<file path="config.mk">
export PLATFORM = sky130hd
export DESIGN_NAME = button_pulse_gen
export DESIGN_NICKNAME = d
export VERILOG_FILES = /design/src/rtl/button_pulse_gen.sv
export SDC_FILE = /design/constraint.sdc
export NUM_CORES = 1
export LEC_CHECK = 0
export CAP_MARGIN = 20
export CORE_MARGIN = 2
export CORE_UTILIZATION = 64
export CTS_CLUSTER_DIAMETER = 60
export DETAILED_ROUTE_END_ITERATION = 6
export PLACE_DENSITY = 0.81
export SLEW_MARGIN = 20
export SYNTH_ARGS = -nofsm -noshare
export SYNTH_HDL_FRONTEND = slang
export SYNTH_SLANG_ARGS = --single-unit
export TNS_END_PERCENT = 1
</file>
<file path="constraint.sdc">
create_clock -name clk -period 4.8 [get_ports clk]
set_input_delay 1.2 -clock clk [delete_from_list [all_inputs] [get_ports clk]]
set_output_delay 1.2 -clock clk [all_outputs]
set_load 0.03 [all_outputs]
</file>
<file path="src/rtl/button_pulse_gen.sv">
// Five-channel pushbutton front end. Each button is synchronised and debounced,
// and each new press becomes a one-cycle pulse. Masked buttons also auto-repeat while held.
module button_pulse_gen #(
  parameter int unsigned DEBOUNCE_CYCLES = 1000000,
  parameter int unsigned REPEAT_DELAY    = 50000000,
  parameter int unsigned REPEAT_PERIOD   = 15000000,
  parameter logic [4:0]  REPEAT_MASK     = 5'b01111
) (
  input  logic       clk,
  input  logic       rst,
  input  logic [4:0] btn_raw,
  output logic       up,
  output logic       down,
  output logic       left,
  output logic       right,
  output logic       center,
  output logic [4:0] held
);

  localparam int unsigned DBW  = $clog2(DEBOUNCE_CYCLES + 1);
  localparam int unsigned RMAX = (REPEAT_DELAY > REPEAT_PERIOD) ? REPEAT_DELAY : REPEAT_PERIOD;
  localparam int unsigned HW   = (RMAX > 1) ? $clog2(RMAX) : 1;

  localparam logic [DBW-1:0] DB_LAST     = DBW'(DEBOUNCE_CYCLES - 1);
  localparam logic [HW-1:0]  DELAY_LOAD  = HW'(REPEAT_DELAY - 1);
  localparam logic [HW-1:0]  PERIOD_LOAD = HW'(REPEAT_PERIOD - 1);

  typedef enum logic [1:0] {IDLE, WAIT, REPEAT, HELD} state_e;

  logic [4:0] pulse;

  for (genvar b = 0; b < 5; b++) begin : g_btn
    logic           sync1_q, sync2_q;
    logic [DBW-1:0] dbCnt_q, dbCnt_d;
    logic           stable_q, stable_d;
    logic           stableRise;
    state_e         state_q, state_d;
    logic [HW-1:0]  hold_q, hold_d;
    logic           pulse_q, pulse_d;

    always_ff @(posedge clk) begin
      if (!rst) begin
        sync1_q <= 1'b0;
        sync2_q <= 1'b0;
      end else begin
        sync1_q <= btn_raw[b];
        sync2_q <= sync1_q;
      end
    end

    // Accept a new level only after it has disagreed with stable for DEBOUNCE_CYCLES edges.
    always_comb begin
      dbCnt_d  = '0;
      stable_d = stable_q;
      if (sync2_q != stable_q) begin
        if (dbCnt_q == DB_LAST) begin
          stable_d = sync2_q;
        end else begin
          dbCnt_d = dbCnt_q + 1'b1;
        end
      end
    end

    // The FSM acts on the debounced level of this very edge so the press pulse
    // lines up with the rise of held.
    assign stableRise = stable_d & ~stable_q;

    always_comb begin
      state_d = state_q;
      hold_d  = hold_q;
      pulse_d = 1'b0;
      case (state_q)
        IDLE: begin
          if (stableRise) begin
            pulse_d = 1'b1;
            hold_d  = DELAY_LOAD;
            state_d = REPEAT_MASK[b] ? WAIT : HELD;
          end
        end
        WAIT, REPEAT: begin
          if (!stable_d) begin
            state_d = IDLE;
          end else if (hold_q == '0) begin
            pulse_d = 1'b1;
            hold_d  = PERIOD_LOAD;
            state_d = REPEAT;
          end else begin
            hold_d = hold_q - 1'b1;
          end
        end
        HELD: begin
          if (!stable_d) state_d = IDLE;
        end
        default: state_d = IDLE;
      endcase
    end

    always_ff @(posedge clk) begin
      if (!rst) begin
        dbCnt_q  <= '0;
        stable_q <= 1'b0;
        state_q  <= IDLE;
        hold_q   <= '0;
        pulse_q  <= 1'b0;
      end else begin
        dbCnt_q  <= dbCnt_d;
        stable_q <= stable_d;
        state_q  <= state_d;
        hold_q   <= hold_d;
        pulse_q  <= pulse_d;
      end
    end

    assign held[b]  = stable_q;
    assign pulse[b] = pulse_q;
  end

  assign {center, up, down, left, right} = pulse;

endmodule

</file>
; Word level (Yosys, flattened, before mapping)
; Cells that the tools add are included.
[totals]
register_bits = 260
latch_bits = 0
mem_bits_rw = 0
mem_bits_ro = 0
input_bits = 7
output_inout_bits = 10
elab_cells = 216
n_memories = 0
[classes]
n_addsub = 10
mul = 0
div_mod_pow = 0
magnitude_cmp = 0
n_eq_ne = 45
shift = 0
muxes = 75
bitwise = 16
reduce_logical = 35
[op_table]
columns = op, n
row1 = $mux W26, 15
row2 = $pmux W26 S2, 5
row3 = $logic_not A26 Y1, 5
row4 = $sub A26 B1 Y26 const B, 5
row5 = $add A20 B1 Y20 const B, 5
row6 = $eq A20 B20 Y1 const B, 5
row7 = $mux W2, 20
row8 = $ne A2 B2 Y1 const B, 15
row9 = $pmux W2 S3, 5
row10 = $reduce_and A3 Y1, 10
row11 = $mux W1, 25
row12 = $eq A2 B2 Y1 const B, 10
row13 = $ne A3 B3 Y1 const B, 5
row14 = $reduce_or A3 Y1, 5
row15 = $not A1 Y1, 11
row16 = $eq A2 B1 Y1 const B, 5
row17 = $logic_not A2 Y1, 5
row18 = $pmux W1 S2, 5
row19 = $reduce_bool A2 Y1, 5
row20 = $reduce_or A2 Y1, 5
row21 = $and A1 B1 Y1, 5
row22 = $ne A1 B1 Y1, 5

; Longest topological paths before layout
; Gate-level depths: netlist (run 1).
[logic_depth]
word_depth = 6
ltp_mapped = 10
mapped_depth_nobuf = 8

; Worst setup path before layout (run 1)
; No wires, ideal clock.
[synth_timing]
path_type = reg2reg
start = register g_btn[4].hold_q[0]
end = register g_btn[4].hold_q[10]
setup_ns = 0.117
arrival_ns = 2.378
required_time_ns = 4.683
path_slack_ns = 2.305
stages_incl_launch_ff = 10
path_buffers = 1
period_less_slack_ns = 2.495
path_cell_list = dfxtp_1 > inv_1 > ha_1 > or3b_2 > nor4_2 > nand3_1 > nand2_1 > buf_2 > o21ai_0 > a32o_1
[synth_via]
elab_chain_len = 4
elab_cells_between_ends = 5
classes_between = add/sub (1) / mux (3) / reduce/logical (1)
[synth_lines]
columns = item, line_no
row1 = "start, declared", 38  ; logic [HW-1:0] hold_q, hold_d;
row2 = "start signal, assigned", 109  ; hold_q <= hold_d;
row3 = $sub A26 B1 Y26 or $logic_not A26 Y1 (tied branches), "88, 83"
row4 = $mux W26 (*), 83  ; end else if (hold_q == '0) begin
row5 = $mux W26 (*), 81  ; if (!stable_d) begin
row6 = $pmux W26 S2 (*), 72  ; case (state_q)
; Mark *: on every way between the ends. The rest lies on a longest branch, timed or not. The select of a mux whose other input is x is not followed.
; A chain may end at the register's enable or synchronous reset.

; Worst setup path in the final report (run 1)
; Same ends and word-level chain as after synthesis.

==> summary by stage, run 1 <==
Die
The die is 149 µm wide. The area of the die is 22100 µm². For this configuration, the core starts out at a cell density of 65.7%. The initialized floorplan defines 52 standard-cell rows. After floorplanning, the core was sized to cover 20400 µm². The die is around 150 µm tall. The number of ports placed on the die boundary is 17.

CTS
After clock tree synthesis, the clock-pin slew on the worst setup and hold paths is roughly 0.060 ns. The clock tree from TritonCTS is done. Hold repair after CTS inserted 0 buffers. In this run, post-CTS repair resized a total of 0 instances.

The H-tree depth is 1. The TritonCTS buffer count is 29. The tree built by TritonCTS fans out to 260 sinks.

The buffer depth of the longest clock path is 3. The later pin in the worst-skew pair is clocked with a latency of 0.54 ns. The cell sitting at the root of the clock tree is a sky130_fd_sc_hd__clkbuf_16.

The number of setup buffers added after CTS is 0.

Detailed routing
The first detailed-routing pass ran for 5 iterations. The post-route antenna net violation count is 0. The aggregate routed wire length is 29600 µm. For this run, design rule violations remaining after detail routing come to 0. The average wire per cell in the routed design is 15.5 µm.

Dividing the detail-routed via count by the number of cells gives 6.29. The count of routing violations after the opening detailed-route iteration is 769. The number of vias after detailed routing is 12000.

Global routing
The number of antenna violations at the first check in global routing came to 0. The overall track demand over capacity in global routing is 26.2%. The wire length of the first global-routing pass is 50200 µm. The via count of the first global-routing pass came to 11000. For this run the aggregate overflow at the end of global routing stands at 0. The maximum number of pins on one net before global-route repair is 51.

Setup path
The worst setup path is launched from a flop. The library cell contributing the largest single delay on the critical path is sky130_fd_sc_hd__or3b_2. STA puts the critical path data required time at 5.23 ns. The worst setup path is captured at a flop. The kind of cell with the highest combined delay along the critical path is simple AND/OR/NAND/NOR gates. The number of buffers and inverters on the critical path is 1. Data on the critical path arrives at its endpoint at 3.46 ns. Walking the worst path, the cells encountered are inv_1 > ha_1 > or3b_2 > nor4_2 > nand3_1 > nand2_1 > o21ai_0 > a32o_1.

The peak fanout along the critical path is 11. The critical setup path kind is reg2reg. The highest cell delay on the worst timing path is 0.54 ns.

Timing
The accumulated negative setup slack is 0 ns. The count of final hold-check violations is 0. The worst path meets setup with 1.77 ns of slack.

The final critical path takes up a little over three fifths of the cycle. The fmax is 0.330 GHz. For the final database, setup skew stands at 0.0126 ns. In this run the tightest slew margin relative to its limit is roughly a third. The post-route minimum period is 3.03 ns. Setup violations remaining at the end of the flow were counted as 0. Setup repair after global routing left no endpoint under its margin.

For the pin with the worst max-slew slack, the measured transition is 0.979 ns. The count of pins over their slew limit came to 0.

Logic synthesis
During synthesis, Yosys emitted a total of 0 warnings. Yosys mapped a number of flops with a built-in enable equal to 0. Counting distinct cell types in the post-synthesis netlist gives 75. The most used flip-flop cell after synthesis is sky130_fd_sc_hd__dfxtp_1. For this run, the register share of the synthesized area comes to 38.9%. The cell count after synthesis came out at roughly 1600. For this run, asynchronously set or reset flops after synthesis account for 0%.

Ranked by total cell area, the synthesized netlist is headed by sky130_fd_sc_hd__dfxtp_1, sky130_fd_sc_hd__nor2_1, sky130_fd_sc_hd__a21oi_1, sky130_fd_sc_hd__nand2_1, sky130_fd_sc_hd__xor2_1. After synthesis, the mean cell area works out to 8.16 µm². In this run, synthesis produced a sequential element count of 260. The synthesized netlist occupies a cell area of 13400 µm². The post-synthesis net count is 1673.

The area fraction of the dominant cell type after synthesis is around two fifths. The cell type contributing the most total cell area after synthesis is sky130_fd_sc_hd__dfxtp_1.

Pwr
The worst-case IR drop observed on VDD is 0.287 mV. Power comes to 4730 µW. The power density over the cells is approximately 320 nW/µm². The cell leakage power is approximately 0.0054 µW.

Cells and area
The synthesis-to-layout area growth is 9.73%. The proportion of layout cells with a drive suffix above 1 is under 10%. After the last flow step, the layout net total stands at ~1700. In the layout the commonest cells are sky130_fd_sc_hd__dfxtp_1, sky130_fd_sc_hd__nor2_1, sky130_fd_sc_hd__nand2_1, sky130_fd_sc_hd__a21oi_1, sky130_fd_sc_hd__o21ai_0.

Fill cells in the final layout number 1612. The library cell used most frequently in the layout, excluding fill and tap cells, is sky130_fd_sc_hd__dfxtp_1. The number of antenna diodes in the final layout is 0.

Placed design
The post-placement setup slack is roughly 1.8 ns. The port buffer count is 16. The HPWL after detailed placement is between 15000 and 20000 µm.

The congestion estimate from routability-driven global placement came to 0.866.

Flow run
Across the run, the number of max-cap violations was 0.

Run status
The run finished with clean final reports.

Worst hold path
The type of the most critical hold path is reg2reg.
==> stage by stage <==
stage	hold slack [ns]	instance area, µm²	cells	utilization, %
after floorplan	0.412	13400	1640	-
after global placement	0.416	13700	1862	67.0
after detailed placement	0.422	13700	1862	67.0
after CTS	0.438	14700	1914	72.1
after global routing	0.456	14700	1914	72.1
final	0.435	14700	1914	72.1
==> synth_stat cells, types with 34 or more instances <==
library cell and count:
sky130_fd_sc_hd__nor3_1 69, sky130_fd_sc_hd__inv_1 56, sky130_fd_sc_hd__a21oi_1 115, sky130_fd_sc_hd__o21ai_0 74
sky130_fd_sc_hd__xnor2_1 37, sky130_fd_sc_hd__nand3_1 71, sky130_fd_sc_hd__xor2_1 56, sky130_fd_sc_hd__nor2_1 209
sky130_fd_sc_hd__o221a_2 34, sky130_fd_sc_hd__dfxtp_1 260, sky130_fd_sc_hd__clkbuf_1 60, sky130_fd_sc_hd__nand2_1 133
==> cells by family (layout without fill, tap and decap cells) <==
logic type	Yosys count	in the layout	share of synthesized area, %
buffers and inverters	134	138	4.06
AO/OA/AOI/OAI	395	395	20.5
adder cells (fa/ha/maj)	26	26	2.43
AND/OR/NAND/NOR	727	727	27.7
XOR/XNOR	93	93	6.08
flip-flops	260	260	38.9
multiplexers	5	5	0.383
==> routing by layer <==
layer	track usage, %	up-vias	wire length [µm]
li1	-	5966	-
met1	35.6	5651	13400
met2	44.3	348	13900
met3	3.16	65	1610
met4	7.57	0	699
met5	0	-	0
==> layout make-up <==
cell class	count	area, µm²	share of cell area, %
Multi-Input combinational cell	1246	7650	52.1
Inverter	57	214	1.46
Clock buffer	43	878	5.98
Tap cell	270	338	2.30
Clock inverter	9	153	1.04
Timing Repair Buffer	29	255	1.74
Sequential cell	260	5200	35.4
==> registers in the layout, indices dropped and copies added (netlist names) <==
name,count
center,1
down,1
g_btn.dbCnt_q,100
g_btn.hold_q,130
g_btn.stable_q,5
g_btn.state_q,10
g_btn.sync1_q,5
g_btn.sync2_q,5
left,1
right,1
up,1
==> power breakdown <==
group	switching (µW)	total [µW]	internal, µW
logic	132	204	71.9
registers	9.20	2180	2170
clock network	871	2340	1470
==> worst paths after layout <==
path | end | start | slack (ns) | depth (start not counted)
worst max-delay path | g_btn[4].hold_q[10] | g_btn[4].hold_q[0] | 1.77 | 8
worst min-delay path | g_btn[4].sync2_q | g_btn[4].sync1_q | 0.44 | 1
worst max register to register | g_btn[4].hold_q[10] | g_btn[4].hold_q[0] | 1.77 | 8
worst min register to register | g_btn[4].sync2_q | g_btn[4].sync1_q | 0.44 | 1
Power figures use the tool's default switching activity.
==> run 2: changes to the inputs <==
Settings changed: CORE_UTILIZATION 64 to 63, PLACE_DENSITY 0.81 to 0.8.
Clock period 4.8 ns to 3.05 ns, I/O delays scaled along.
==> run 2 against run 1 <==
Against the previous run: via count up 0.47%; hold slack worse by 0.0028 ns; final cell count up 1.4%; fmax up 8.5%; critical endpoint is now g_btn[3].hold_q[22]; wire length down 0.33%; critical path depth down 1; register-to-register slack worse by 1.5 ns; clock power up 42%.
==> summary by stage, run 2 (synthesized netlist as in run 1, its figures left out) <==
Cells and area
The area growth from synthesis to layout is 10.2%. The largest registers in the layout are g_btn.hold_q (130), g_btn.dbCnt_q (100), g_btn.state_q (10). The number of fill cells is 1718 (+6.6%).

The net total in the final layout came to 1680 (+1.4%). The register with the most flip-flops is g_btn.hold_q. In the layout the commonest cells are sky130_fd_sc_hd__dfxtp_1, sky130_fd_sc_hd__nor2_1, sky130_fd_sc_hd__nand2_1, sky130_fd_sc_hd__a21oi_1, sky130_fd_sc_hd__o21ai_0.

The library cell used most frequently in the layout, excluding fill and tap cells, is sky130_fd_sc_hd__dfxtp_1. The area of all placed cells without fillers is 14700 µm² (+0.39%). The final antenna diode count is 0 (unchanged).

The flip-flop count of the largest register after layout is 130 (unchanged). The proportion of layout cells with a drive suffix above 1 is 9.01% (+1.1 points).

Timing
The slew at the pin closest to its max-slew limit came to 0.883 ns (-0.0957 ns). The accumulated negative setup slack is 0 ns (unchanged). The ratio of final minimum period to clock period is 91.5% (+28 points). The post-route minimum period was 2.79 ns (-0.238 ns). The smallest setup slack after layout is 0.258 ns (-1.51 ns). The final count of negative-setup-slack endpoints is 0 (unchanged). The fmax is 0.358 GHz (+8.5%). The relative slew slack is 40.5% (+5.8 points). The smallest hold slack was 0.432 ns (-0.00283 ns).

The count of pins over their slew limit came to 0 (unchanged). Setup repair after global routing left no endpoint under its margin. The setup skew after layout was 0.0193 ns (+0.00666 ns). The count of final hold-check violations was 0 (unchanged).

CTS
The clock transition at the registers of the reported paths is 0.06 ns (about the same). The H-tree depth was 1 (unchanged). The TritonCTS buffer count is 29 (unchanged).

The buffer count from post-CTS setup fixing was 0 (unchanged). The buffer depth of the longest clock path was 3 (unchanged). The clock tree from TritonCTS is done.

The post-cts resize count is 0 (unchanged). The cts-stage hold buffer count is 0 (unchanged). The clock tree root driver cell is sky130_fd_sc_hd__clkbuf_16.

The clock latency on the worst-skew pair is 0.54 ns (about the same). The CTS sink count was 260 (unchanged).

Placed design
The post-placement setup slack is 0.267 ns (-1.56 ns). The HPWL after detailed placement is 19600 µm (+0.99%). The placed instance area came to 13800 µm² (+1.4%). The global placement routability congestion is 0.850 (-1.8%). The port buffer count is 16 (unchanged).

Setup path
Grouping stages by cell kind, the critical path spends the most delay in simple AND/OR/NAND/NOR gates. The highest cell delay on the worst timing path is 0.56 ns (+0.02 ns). Walking the worst path, the cells encountered are inv_1 > ha_1 > or3b_2 > nor4bb_1 > a41oi_1 > nand2_1 > o221a_2. The library cell contributing the largest single delay on the critical path is sky130_fd_sc_hd__nand2_1. The number of buffers and inverters on the critical path is 1 (unchanged). STA classifies the critical path endpoint as a flop. STA classifies the critical path startpoint as a flop. The peak fanout along the critical path is 13 (+2). The critical setup path kind is reg2reg. The required time of the critical path came to 3.52 ns (-1.71 ns). The critical path arrival is 3.27 ns (-0.19 ns).

Detailed routing
The count of routing violations after the opening detailed-route iteration is 621 (-19%). The post-route antenna net violation count is 0 (unchanged). The per-cell via count in the routed design is 6.23 (-0.88%). The aggregate routed wire length is 29500 µm (-0.33%). The number of vias after detailed routing is 12100 (+0.47%). The number of detailed-route iterations in the first pass was 5 (unchanged). The residual DRC count is 0 (unchanged). The average wire per cell in the routed design was 15.2 µm (-1.7%).

Global routing
The maximum number of pins on one net before global-route repair is 36 (-29%). The via count of the first global-routing pass is 11100 (+0.24%). The wire length of the first global-routing pass came to 49800 µm (-0.63%). The remaining global-route overflow is 0 (unchanged).

The overall track demand over capacity in global routing came to 25.8% (-0.48 points). The number of antenna violations at the first check in global routing is 0 (unchanged).

Die
The core area is 21000 µm² (+2.9%). The initial core utilization is 63.9% (-1.9 points). The area of the die is 22400 µm² (+1.5%). The number of ports placed on the die boundary is 17 (unchanged).

The number of placement rows is 53 (+1.9%). The horizontal die dimension is 150 µm (+0.77%). The die outline height is 150 µm (+0.77%).

Pwr
The maximum VDD drop is 0.496 mV (+73%). The switching power was 1590 µW (+57%). The switching part of the total power is 22.5% (+1.1 points). The power density over the cells came to 481 nW/µm² (+49%). The share of power burned in registers is 48.4% (+2.3 points). The cell leakage power is 0.00548 µW (+1.0%). The share of power burned in combinational logic is 4.6% (+0.3 points).

The clock network power share is 47.0% (-2.6 points). The cell internal power dissipation is 5490 µW (+48%).

Flow run
The reported max-cap violation count came to 0 (unchanged).

Run status
The flow ran to the end, and the final reports show no timing, DRC or antenna violations.

Worst hold path
The type of the most critical hold path is reg2reg.
run 2: worst register-to-register path: stages, from the launching register on:
cell and delay (ns):
sky130_fd_sc_hd__dfxtp_1 0.34, sky130_fd_sc_hd__inv_1 0.06, sky130_fd_sc_hd__ha_1 0.20, sky130_fd_sc_hd__or3b_2 0.50
sky130_fd_sc_hd__nor4bb_1 0.39, sky130_fd_sc_hd__a41oi_1 0.40, sky130_fd_sc_hd__nand2_1 0.56, sky130_fd_sc_hd__o221a_2 0.29
run 2: layout make-up:
type,count,area (µm²),area share (%)
Clock inverter,9,77.6,0.526
Tap cell,275,344,2.33
Multi-Input combinational cell,1246,7640,51.8
Sequential cell,260,5200,35.3
Timing Repair Buffer,53,435,2.95
Inverter,57,214,1.45
Clock buffer,40,827,5.61
run 2: path summary, 6_finish.rpt:
check | from | endpoint | slack [ns] | cells past startpoint
setup / recovery | g_btn[3].hold_q[0] | g_btn[3].hold_q[22] | 0.26 | 7
hold / removal | g_btn[4].sync1_q | g_btn[4].sync2_q | 0.43 | 1
setup reg to reg | g_btn[3].hold_q[0] | g_btn[3].hold_q[22] | 0.26 | 7
hold reg to reg | g_btn[4].sync1_q | g_btn[4].sync2_q | 0.43 | 1
run 2: routing by layer:
metal	up-vias	GRT usage [%]	wire length [µm]
li1	6017	-	-
met1	5702	34.2	13700
met2	305	44.3	13700
met3	62	3.08	1360
met4	0	7.17	664
met5	-	0	0
run 2: through the flow:
step,util [%],cells,power (µW)
floorplan,-,1640,3750
global placement,66.0,1891,3820
detailed placement,66.0,1891,3830
CTS,70.4,1940,7140
global route,70.4,1940,7300
finish,70.4,1940,7090
run 2: power groups by stage:
stage | sequential (µW) | combinational (µW) | clock (µW)
floorplan | 3500 | 250 | 0
global placement | 3510 | 316 | 0
detailed placement | 3510 | 323 | 0
CTS | 3430 | 325 | 3390
global route | 3430 | 361 | 3510
finish | 3430 | 328 | 3330
==> run 3: changes to the inputs <==
Settings changed: PLACE_DENSITY 0.8 to 0.85.
==> run 3 against run 2 <==
Against the previous run: fmax down 1.4%; non-clock buffer count decreased by 2; wire length grew 5.2%; total power is 12% higher; global-route usage is 1.4 points higher; sequential share of layout area decreased by 0.59 points; die area did not move; worst setup slack got worse by 0.039 ns; final area rose by 1.7%; utilization increased by 1.2 points.
==> summary by stage, run 3 (synthesized netlist as in run 1, its figures left out) <==
CTS
The CTS sink count is 260 (unchanged). The cts-stage hold buffer count is 0 (unchanged). The post-cts resize count is 0 (unchanged). CTS placed an instance of sky130_fd_sc_hd__clkbuf_16 at the clock tree root.

The TritonCTS buffer count is 28 (-3.4%). The clock transition at the registers of the reported paths is 0.06 ns (about the same). The clock latency on the worst-skew pair was 0.54 ns (about the same). The H-tree depth is 1 (unchanged). The buffer count from post-CTS setup fixing is 0 (unchanged). The buffer depth of the longest clock path is 3 (unchanged). TritonCTS built the clock tree.

Timing
The fmax was 0.353 GHz (-1.4%). The post-route minimum period came to 2.83 ns (+0.0387 ns). The final count of negative-setup-slack endpoints is 0 (unchanged).

The setup skew after layout is 0.0110 ns (-0.00828 ns). The count of final hold-check violations is 0 (unchanged). Setup repair after global routing left no endpoint under its margin. The relative slew slack came to 39.6% (-0.92 points). The smallest setup slack after layout is 0.220 ns (-0.0387 ns).

The count of pins over their slew limit was 0 (unchanged). The accumulated negative setup slack came to 0 ns (unchanged). The slew at the pin closest to its max-slew limit is 0.897 ns (+0.0136 ns). The ratio of final minimum period to clock period came to 92.8% (+1.3 points).

Cells and area
Leaving out fill and tap cells, the most frequent cells in the layout are sky130_fd_sc_hd__dfxtp_1, sky130_fd_sc_hd__nor2_1, sky130_fd_sc_hd__nand2_1, sky130_fd_sc_hd__a21oi_1, sky130_fd_sc_hd__o21ai_0. The area growth from synthesis to layout is 12.0%. The net total in the final layout is 1677 (-0.18%). The most common library cell in the layout ignoring fill and taps is sky130_fd_sc_hd__dfxtp_1.

The area of the multi-input gates is 7650 µm² (about the same). The final antenna diode count is 0 (unchanged). The largest registers in the layout are g_btn.hold_q (130), g_btn.dbCnt_q (100), g_btn.state_q (10). The flip-flop and latch area is 5200 µm² (unchanged). The number of fill cells was 1617 (-5.9%). The proportion of layout cells with a drive suffix above 1 was 9.36% (+0.35 points). The register with the most flip-flops is g_btn.hold_q. The flip-flop count of the largest register after layout is 130 (unchanged).

Die
The horizontal die dimension was 150 µm (unchanged). The area of the die is 22400 µm² (unchanged). The number of placement rows is 53 (unchanged). The initial core utilization is 63.9% (unchanged). The core area is 21000 µm² (unchanged). The number of ports placed on the die boundary is 17 (unchanged). The die outline height came to 150 µm (unchanged).

Pwr
The total design power is 7940 µW (+12%). The switching power is 1630 µW (+2.3%). The share of power burned in combinational logic came to 4.2% (-0.4 points).

The switching part of the total power is 20.5% (-2.0 points). The cell leakage power was 0.00558 µW (+1.8%). The cell internal power dissipation is 6310 µW (+15%). The maximum VDD drop is 0.433 mV (-13%). The share of power burned in registers is 43.2% (-5.2 points).

The power density over the cells is 529 nW/µm² (+10%). The clock network power share is 52.6% (+5.6 points).

Worst hold path
The type of the most critical hold path is reg2reg.

Global routing
The remaining global-route overflow was 0 (unchanged). The overall track demand over capacity in global routing came to 27.2% (+1.4 points). The via count of the first global-routing pass is 11600 (+5.0%). The number of antenna violations at the first check in global routing is 0 (unchanged). The maximum number of pins on one net before global-route repair is 36 (unchanged). The wire length of the first global-routing pass is 52500 µm (+5.2%).

Setup path
The critical path arrival is 3.25 ns (-0.02 ns). The critical setup path kind is reg2reg. STA classifies the critical path endpoint as a flop. The required time of the critical path is 3.47 ns (-0.05 ns). The worst setup path is launched from a flop. The peak fanout along the critical path came to 8 (-5).

Placed design
The global placement routability congestion is 0.847 (-0.39%). The post-placement setup slack was 0.232 ns (-0.0354 ns). The port buffer count is 16 (unchanged). The HPWL after detailed placement is 19800 µm (+1.0%).

Detailed routing
The average wire per cell in the routed design is 16.0 µm (+5.2%). The post-route antenna net violation count is 0 (unchanged). The aggregate routed wire length is 31000 µm (+5.2%).

The per-cell via count in the routed design came to 6.36 (+2.1%). The count of routing violations after the opening detailed-route iteration is 847 (+36%). The number of vias after detailed routing is 12400 (+2.2%).

The number of detailed-route iterations in the first pass is 5 (unchanged). The residual DRC count came to 0 (unchanged).

Run status
The flow ran to the end, and the final reports show no timing, DRC or antenna violations.

Flow run
The reported max-cap violation count was 0 (unchanged).
-- run 3: cell types whose count changed in the layout (fill, tap and decap cells not counted), sizes merged --
cell	change
clkbuf	-5
clkinvlp	+2
bufinv	+10
buf	-2
clkinv	-3
inv	-1
-- run 3: per-layer routing --
metal  routed length, µm  share of wire [%]  vias up  GRT usage (%)
met2               15000                 48      416           47.4
met4                 673                2.2        0           9.10
met1               13500                 44     5846           34.9
met5                   0                  0        -              0
li1                    -                  -     6018              -
met3                1890                6.1       70           3.32
-- run 3: layout make-up --
class	instances	area share (%)
Multi-Input combinational cell	1246	51.0
Tap cell	275	2.29
Clock buffer	35	5.32
Timing Repair Buffer	51	2.80
Inverter	57	1.43
Sequential cell	260	34.7
Clock inverter	17	2.44
-- run 3: final timing paths --
kind	depth (start not counted)	end	from	slack, ns
max	9	g_btn[3].hold_q[9]	g_btn[3].hold_q[0]	0.22
max reg2reg	9	g_btn[3].hold_q[9]	g_btn[3].hold_q[0]	0.22
min reg2reg	1	g_btn[0].sync2_q	g_btn[0].sync1_q	0.43
min	1	g_btn[0].sync2_q	g_btn[0].sync1_q	0.43
-- run 3: critical path, cell delays in order (launching register included) --
cell and delay (ns):
sky130_fd_sc_hd__dfxtp_1 0.34, sky130_fd_sc_hd__inv_1 0.07, sky130_fd_sc_hd__ha_1 0.21, sky130_fd_sc_hd__or3b_2 0.51
sky130_fd_sc_hd__nor4bb_1 0.50, sky130_fd_sc_hd__a41oi_2 0.38, sky130_fd_sc_hd__buf_4 0.28, sky130_fd_sc_hd__and2_1 0.15
sky130_fd_sc_hd__o211ai_1 0.18, sky130_fd_sc_hd__o41ai_1 0.09
-- run 3: power groups by stage --
stage          Clock [µW]  Combinational, µW  Sequential (µW)
2_1_floorplan           0                250             3500
3_3_place_gp            0                313             3510
3_5_place_dp            0                321             3510
4_1_cts              4230                325             3430
5_1_grt              4360                367             3430
6_report             4180                331             3430
-- run 3: through the flow --
step / util (%) / area [µm²] / std cells / hold slack, ns
global route: 71.6 / 15000 / 1941 / 0.447
finish: 71.6 / 15000 / 1941 / 0.431
CTS: 71.5 / 15000 / 1941 / 0.430
floorplan: - / 13400 / 1640 / 0.412
detailed placement: 66.0 / 13800 / 1889 / 0.417
global placement: 66.0 / 13800 / 1889 / 0.416
